File: src/rtl/case_stream_pkg.sv
// Shared constants and types for the ASCII case-conversion stream controller.
package case_stream_pkg;
  localparam logic [1:0] MODE_PASS  = 2'b00;
  localparam logic [1:0] MODE_UPPER = 2'b01;
  localparam logic [1:0] MODE_LOWER = 2'b10;
  localparam logic [1:0] MODE_TITLE = 2'b11;

  localparam logic [7:0] CH_UA = 8'h41;
  localparam logic [7:0] CH_UZ = 8'h5A;
  localparam logic [7:0] CH_LA = 8'h61;
  localparam logic [7:0] CH_LZ = 8'h7A;

  // Case bit distinguishing 'A'..'Z' from 'a'..'z'.
  localparam logic [7:0] CASE_BIT = 8'h20;

  typedef logic [0:0] state_t;
  localparam state_t WORD_START = 1'b0;
  localparam state_t IN_WORD    = 1'b1;
endpackage

File: src/rtl/case_stream_ctrl_if.sv
// Byte stream handshake: source side (s_*) in, converted output side (m_*) out.
interface case_stream_ctrl_if;
  logic       s_valid;
  logic       s_ready;
  logic [7:0] s_data;
  logic       s_last;
  logic       m_valid;
  logic       m_ready;
  logic [7:0] m_data;
  logic       m_last;
  logic       m_cap;

  modport master (
    output s_valid, s_data, s_last, m_ready,
    input  s_ready, m_valid, m_data, m_last, m_cap
  );

  modport slave (
    input  s_valid, s_data, s_last, m_ready,
    output s_ready, m_valid, m_data, m_last, m_cap
  );
endinterface

File: src/rtl/ascii_case_core.sv
// Combinational ASCII case converter: flips the case bit on letters only.
module ascii_case_core
  import case_stream_pkg::*;
(
  input  logic [7:0] byte_i,
  input  logic       force_upper_i,
  input  logic       force_lower_i,
  output logic [7:0] byte_o,
  output logic       is_letter_o,
  output logic       is_upper_o
);
  logic up_in, lo_in;

  assign up_in       = (byte_i >= CH_UA) && (byte_i <= CH_UZ);
  assign lo_in       = (byte_i >= CH_LA) && (byte_i <= CH_LZ);
  assign is_letter_o = up_in || lo_in;

  always_comb begin
    byte_o = byte_i;
    if (is_letter_o && force_upper_i)      byte_o = byte_i & ~CASE_BIT;
    else if (is_letter_o && force_lower_i) byte_o = byte_i | CASE_BIT;
  end

  // Non-letters never change, so the output range test alone is exact.
  assign is_upper_o = (byte_o >= CH_UA) && (byte_o <= CH_UZ);
endmodule

File: src/rtl/case_stream_ctrl.sv
// Stream controller: title-case FSM, one-entry output stage, saturating letter stats.
module case_stream_ctrl
  import case_stream_pkg::*;
#(
  parameter int CNT_W = 16
) (
  input  logic             clk,
  input  logic             rst_n,
  input  logic [1:0]       mode,
  input  logic             clr_counts,
  case_stream_ctrl_if.slave sif,
  output logic [CNT_W-1:0] cap_count,
  output logic [CNT_W-1:0] letter_count
);
  localparam logic [CNT_W-1:0] CNT_MAX = '1;
  localparam logic [CNT_W-1:0] CNT_ONE = {{(CNT_W-1){1'b0}}, 1'b1};

  state_t           state_q, state_d;
  logic             m_valid_q, m_valid_d;
  logic [7:0]       m_data_q, m_data_d;
  logic             m_last_q, m_last_d;
  logic             m_cap_q, m_cap_d;
  logic [CNT_W-1:0] cap_q, cap_d, let_q, let_d;

  logic       s_ready, acc;
  logic       force_up, force_lo;
  logic [7:0] conv;
  logic       is_letter, is_upper;

  assign s_ready = !m_valid_q || sif.m_ready;
  assign acc     = sif.s_valid && s_ready;

  assign force_up = (mode == MODE_UPPER) || ((mode == MODE_TITLE) && (state_q == WORD_START));
  assign force_lo = (mode == MODE_LOWER) || ((mode == MODE_TITLE) && (state_q == IN_WORD));

  ascii_case_core u_core (
    .byte_i        (sif.s_data),
    .force_upper_i (force_up),
    .force_lower_i (force_lo),
    .byte_o        (conv),
    .is_letter_o   (is_letter),
    .is_upper_o    (is_upper)
  );

  // Word tracking runs in every mode so switching to title mid-word keeps the word.
  always_comb begin
    state_d = state_q;
    if (acc) begin
      if (sif.s_last)     state_d = WORD_START;
      else if (is_letter) state_d = IN_WORD;
      else                state_d = WORD_START;
    end
  end

  always_comb begin
    m_valid_d = m_valid_q;
    m_data_d  = m_data_q;
    m_last_d  = m_last_q;
    m_cap_d   = m_cap_q;
    if (acc) begin
      m_valid_d = 1'b1;
      m_data_d  = conv;
      m_last_d  = sif.s_last;
      m_cap_d   = is_upper;
    end else if (sif.m_ready) begin
      m_valid_d = 1'b0;
    end
  end

  always_comb begin
    cap_d = cap_q;
    let_d = let_q;
    if (clr_counts) begin
      cap_d = '0;
      let_d = '0;
    end else if (acc) begin
      if (is_letter && (let_q != CNT_MAX)) let_d = let_q + CNT_ONE;
      if (is_upper  && (cap_q != CNT_MAX)) cap_d = cap_q + CNT_ONE;
    end
  end

  always_ff @(posedge clk or negedge rst_n) begin
    if (!rst_n) begin
      state_q   <= WORD_START;
      m_valid_q <= 1'b0;
      m_data_q  <= 8'h00;
      m_last_q  <= 1'b0;
      m_cap_q   <= 1'b0;
      cap_q     <= '0;
      let_q     <= '0;
    end else begin
      state_q   <= state_d;
      m_valid_q <= m_valid_d;
      m_data_q  <= m_data_d;
      m_last_q  <= m_last_d;
      m_cap_q   <= m_cap_d;
      cap_q     <= cap_d;
      let_q     <= let_d;
    end
  end

  assign sif.s_ready   = s_ready;
  assign sif.m_valid   = m_valid_q;
  assign sif.m_data    = m_data_q;
  assign sif.m_last    = m_last_q;
  assign sif.m_cap     = m_cap_q;
  assign cap_count     = cap_q;
  assign letter_count  = let_q;
endmodule

File: src/flat_wrapper.sv
// flat-port wrapper written by rule: the top's interface ports become plain ports
module case_stream_ctrl_flat import case_stream_pkg::*;
#(
  parameter int CNT_W = 16
)
  (clk, rst_n, mode, clr_counts, cap_count, letter_count, sif_s_valid, sif_s_data, sif_s_last, sif_m_ready, sif_s_ready, sif_m_valid, sif_m_data, sif_m_last, sif_m_cap);
  case_stream_ctrl_if sif_i ();
  input  logic clk;
  input  logic rst_n;
  input  logic [1:0] mode;
  input  logic clr_counts;
  output logic [CNT_W-1:0] cap_count;
  output logic [CNT_W-1:0] letter_count;
  input wire logic [$bits(sif_i.s_valid)-1:0] sif_s_valid;
  input wire logic [$bits(sif_i.s_data)-1:0] sif_s_data;
  input wire logic [$bits(sif_i.s_last)-1:0] sif_s_last;
  input wire logic [$bits(sif_i.m_ready)-1:0] sif_m_ready;
  output wire logic [$bits(sif_i.s_ready)-1:0] sif_s_ready;
  output wire logic [$bits(sif_i.m_valid)-1:0] sif_m_valid;
  output wire logic [$bits(sif_i.m_data)-1:0] sif_m_data;
  output wire logic [$bits(sif_i.m_last)-1:0] sif_m_last;
  output wire logic [$bits(sif_i.m_cap)-1:0] sif_m_cap;
  assign sif_i.s_valid = sif_s_valid;
  assign sif_i.s_data = sif_s_data;
  assign sif_i.s_last = sif_s_last;
  assign sif_i.m_ready = sif_m_ready;
  assign sif_s_ready = sif_i.s_ready;
  assign sif_m_valid = sif_i.m_valid;
  assign sif_m_data = sif_i.m_data;
  assign sif_m_last = sif_i.m_last;
  assign sif_m_cap = sif_i.m_cap;
  case_stream_ctrl #(.CNT_W(CNT_W)) u_core (.clk(clk), .rst_n(rst_n), .mode(mode), .clr_counts(clr_counts), .sif(sif_i), .cap_count(cap_count), .letter_count(letter_count));
endmodule
File: config.mk
export PLATFORM = sky130hd
export DESIGN_NAME = case_stream_ctrl_flat
export DESIGN_NICKNAME = d
export VERILOG_FILES = /design/src/rtl/case_stream_pkg.sv /design/src/rtl/case_stream_ctrl_if.sv /design/src/rtl/ascii_case_core.sv /design/src/rtl/case_stream_ctrl.sv /design/src/flat_wrapper.sv
export SDC_FILE = /design/constraint.sdc
export NUM_CORES = 1
export LEC_CHECK = 0
export ABC_AREA = 1
export CORE_MARGIN = 4
export CORE_UTILIZATION = 50
export DETAILED_ROUTE_END_ITERATION = 12
export GPL_TIMING_DRIVEN = 0
export PLACE_DENSITY_LB_ADDON = 0.25
export SKIP_CTS_REPAIR_TIMING = 1
export SLEW_MARGIN = 20
export SYNTH_ARGS = -nofsm -noshare
export SYNTH_HDL_FRONTEND = slang
export SYNTH_SLANG_ARGS = --single-unit
File: constraint.sdc
create_clock -name clk -period 2.4 [get_ports clk]
set_input_delay 0.24 -clock clk [delete_from_list [all_inputs] [get_ports clk]]
set_output_delay 0.24 -clock clk [all_outputs]
set_load 0.01 [all_outputs]
==> results.md <==
- Period utilization: 84.4%
- Top Family by Delay on Critical Path: simple AND/OR/NAND/NOR gates
- Pleak: 1.48 nW
- CTS tree: built
- Post-route DRC: 0
- Slowest stage delay, CP: 0.46 ns
- Post-Synthesis Cell Area: 2630 sq um
- Most used cell, CP: nor2_4
- Fill count: about 450
- Max frequency: 494 MHz
- Clock Latency Late Sink: 0.30 ns
- Cell count along the critical path: 12
- Post-synth EDFFs: 0
- CP required: between 2 and 3 ns
- GRT Total Usage: about a fifth
- Total Neg Setup Slack: 0 ns
- R2R setup slack: ~0.38 ns
- Ys flop type: dfrtp_1
- Proportion of layout cells with a drive suffix above 1: between 9 and 10%
- Clock skew: ~0.0085 ns
- Final Power: between 1.5 and 2 mW
- Final hold slack: around 0.45 ns
- Die W: ~81 um
- Final Max Slew Viols: 0
- Peak VDD IR: between 200 and 250 uV
- Synth warnings: 0
- Crit path kind: reg -> reg
- Port bufs: 59
- Rows: 26
- Distinct cells, synth: 33
- Initial Util: 51.5%
- Critical path capture point type: flop
- WL per Instance: 13.1 um
- CTS Buffer Depth: 2
- CTS clk-pin slew, worst paths: roughly 0.080 ns
- Critical-path maximum fanout: 10
- CTS Sinks: 44
- First-pass DRT Iterations: 4
- IO Pins: 60
- Worst-path cell chain: ha_1 > nand3_2 > nor2_4 > nand2_2 > nor2_1 > nand3_1 > nand2_2 > nor2_4 > nor2_4 > buf_6 > nand2_1 > o31ai_1
- Core ar.: 5110 sq um
- Antenna violations before repair: 0
- CTS Root Cell: clkbuf_8
- Net Count, Synth: about 350
- Largest net degree at the start of global routing: 27
- HP Class: in -> async
- R2r startpoint: u_core.letter_count[0]
- Final Hold Vio Count: 0
- Total grt overflow: 0
- Fraction of registers with async set/reset: 100%
- Syn-to-layout area delta: 30.4%
- Syn avg cell area: 7.91 sq um
- Top cells by area, synth: dfrtp_1, nand2_1, nand3_1, nor2_1, xor2_1
- Share of the synthesized area in the top cell type: 41.8%
- Iter 0 DRT Violations: 111
- Final setup violation count: 0
- First-pass GRT wire length: 10300 um
- Via-to-Cell Ratio: 5.21
- Post-synth top area cell: dfrtp_1
- Buffer and inverter count on the worst path: 1
- Routed wire length: 6180 um
- Slew Limit Headroom: approximately two thirds
- DP HPWL: 4640 um
- Pwr per Cell Area: 458 nW/um^2
- H-Tree Depth: 2
- Number of global-route vias before repair: 2326
- FF-to-FF path depth: 12
- CP max stage cell: dfrtp_1
- Reg-to-reg endpoint: u_core.letter_count[5]
- Vias: around 2500
- Die ar.: between 6000 and 7000 sq um
- Die Height: 80.6 um
- DRT antenna net count: 0
- Inserted Clock Buffers: 5
- Maxcap violations: 0
- #FFs+latches synth: 44
- RePlAce Congestion: 0.894
- RSZ-0062 raised after global routing: no
- Mapped Cells: 333
- Crit path DAT: between 2 and 2.5 ns
- CP Launch Type: flop
- Status: completed
- Sequential share of the synthesized area: 41.8%
- Inserted Diodes: 0
- Top post-synthesis cells by count: nand2_1, nand3_1, dfrtp_1, nor2_1, inv_1
- Layout Nets: 419
- Minimum clock period: 2.02 ns
- Most frequent cell after synthesis: nand2_1
- Worst slew pin tran: 0.476 ns
[per-stage QoR]
stage	cell area (sq um)	util, %	setup slack [ns]	std cells
after CTS	3420	67.0	0.383	470
after floorplan	2630	-	0.640	333
after global routing	3430	67.2	0.255	471
after detailed placement	3330	65.1	0.251	463
final	3430	67.2	0.375	471
after global placement	3310	64.8	-0.0794	462
[kinds of logic after synthesis]
| logic type | Yosys count | synth area share [%] |
|---|---|---|
| simple gates | 200 | 36.4 |
| flops | 44 | 41.8 |
| buf+inv | 34 | 6.08 |
| compound gates | 29 | 6.80 |
| xor+xnor | 24 | 7.98 |
| fa+ha+maj | 2 | 0.950 |
[worst max-delay path by stage]
stage,startpoint,endpoint,slack (ns)
after floorplan,u_core.letter_count[0],u_core.letter_count[4],0.64
after global placement,rst_n,u_core.cap_count[11],-0.08
after detailed placement,sif_s_data[6],u_core.cap_count[8],0.25
after CTS,u_core.letter_count[0],u_core.letter_count[5],0.38
after global routing,u_core.letter_count[0],u_core.letter_count[5],0.25
final,u_core.letter_count[0],u_core.letter_count[5],0.38
[state kept, by name, summed over array words and instances, names as in the netlist]
signal	cells
u_core.cap_count	16
u_core.sif.m_valid	1
u_core.letter_count	16
u_core.sif.m_last	1
u_core.state_q	1
u_core.sif.m_data	8
u_core.sif.m_cap	1
[placed cells by master (no fill, tap or decap), types with 7 or more instances in the layout]
| cell type | count |
|---|---|
| nor2_1 | 42 |
| nand3_1 | 48 |
| inv_1 | 19 |
| o21ai_0 | 11 |
| xor2_1 | 14 |
| o31ai_1 | 9 |
| xnor2_1 | 10 |
| clkdlybuf4s50_1 | 58 |
| dfrtp_1 | 44 |
| nand2_1 | 78 |
| clkbuf_8 | 7 |
| nand4_1 | 8 |
[power breakdown]
| group | total, mW | internal [mW] | switching [mW] |
|---|---|---|---|
| clock | 0.500 | 0.256 | 0.243 |
| sequential | 0.799 | 0.774 | 0.0241 |
| combinational | 0.274 | 0.128 | 0.146 |
| total | 1.57 | 1.16 | 0.413 |
[area by class of cell]
| class | count | area, sq um | area share, % |
|---|---|---|---|
| multi-input combinational | 255 | 1370 | 40.0 |
| sequential | 44 | 1100 | 32.1 |
| timing repair buffer | 61 | 616 | 17.9 |
| clock buffer | 7 | 96.3 | 2.81 |
| tap | 70 | 87.6 | 2.55 |
| inverter | 22 | 82.6 | 2.41 |
| buffer | 12 | 77.6 | 2.26 |
[metal layers]
metal | track usage (%) | vias up | part of all wire (%) | wire length (um)
met5 | 0 | - | 0 | 0
met4 | 7.77 | 0 | 2.0 | 121
met3 | 2.69 | 11 | 4.5 | 277
met2 | 33.4 | 58 | 48 | 2970
met1 | 26.1 | 1157 | 46 | 2820
li1 | - | 1227 | - | -
(Power assumes the default switching activity.)
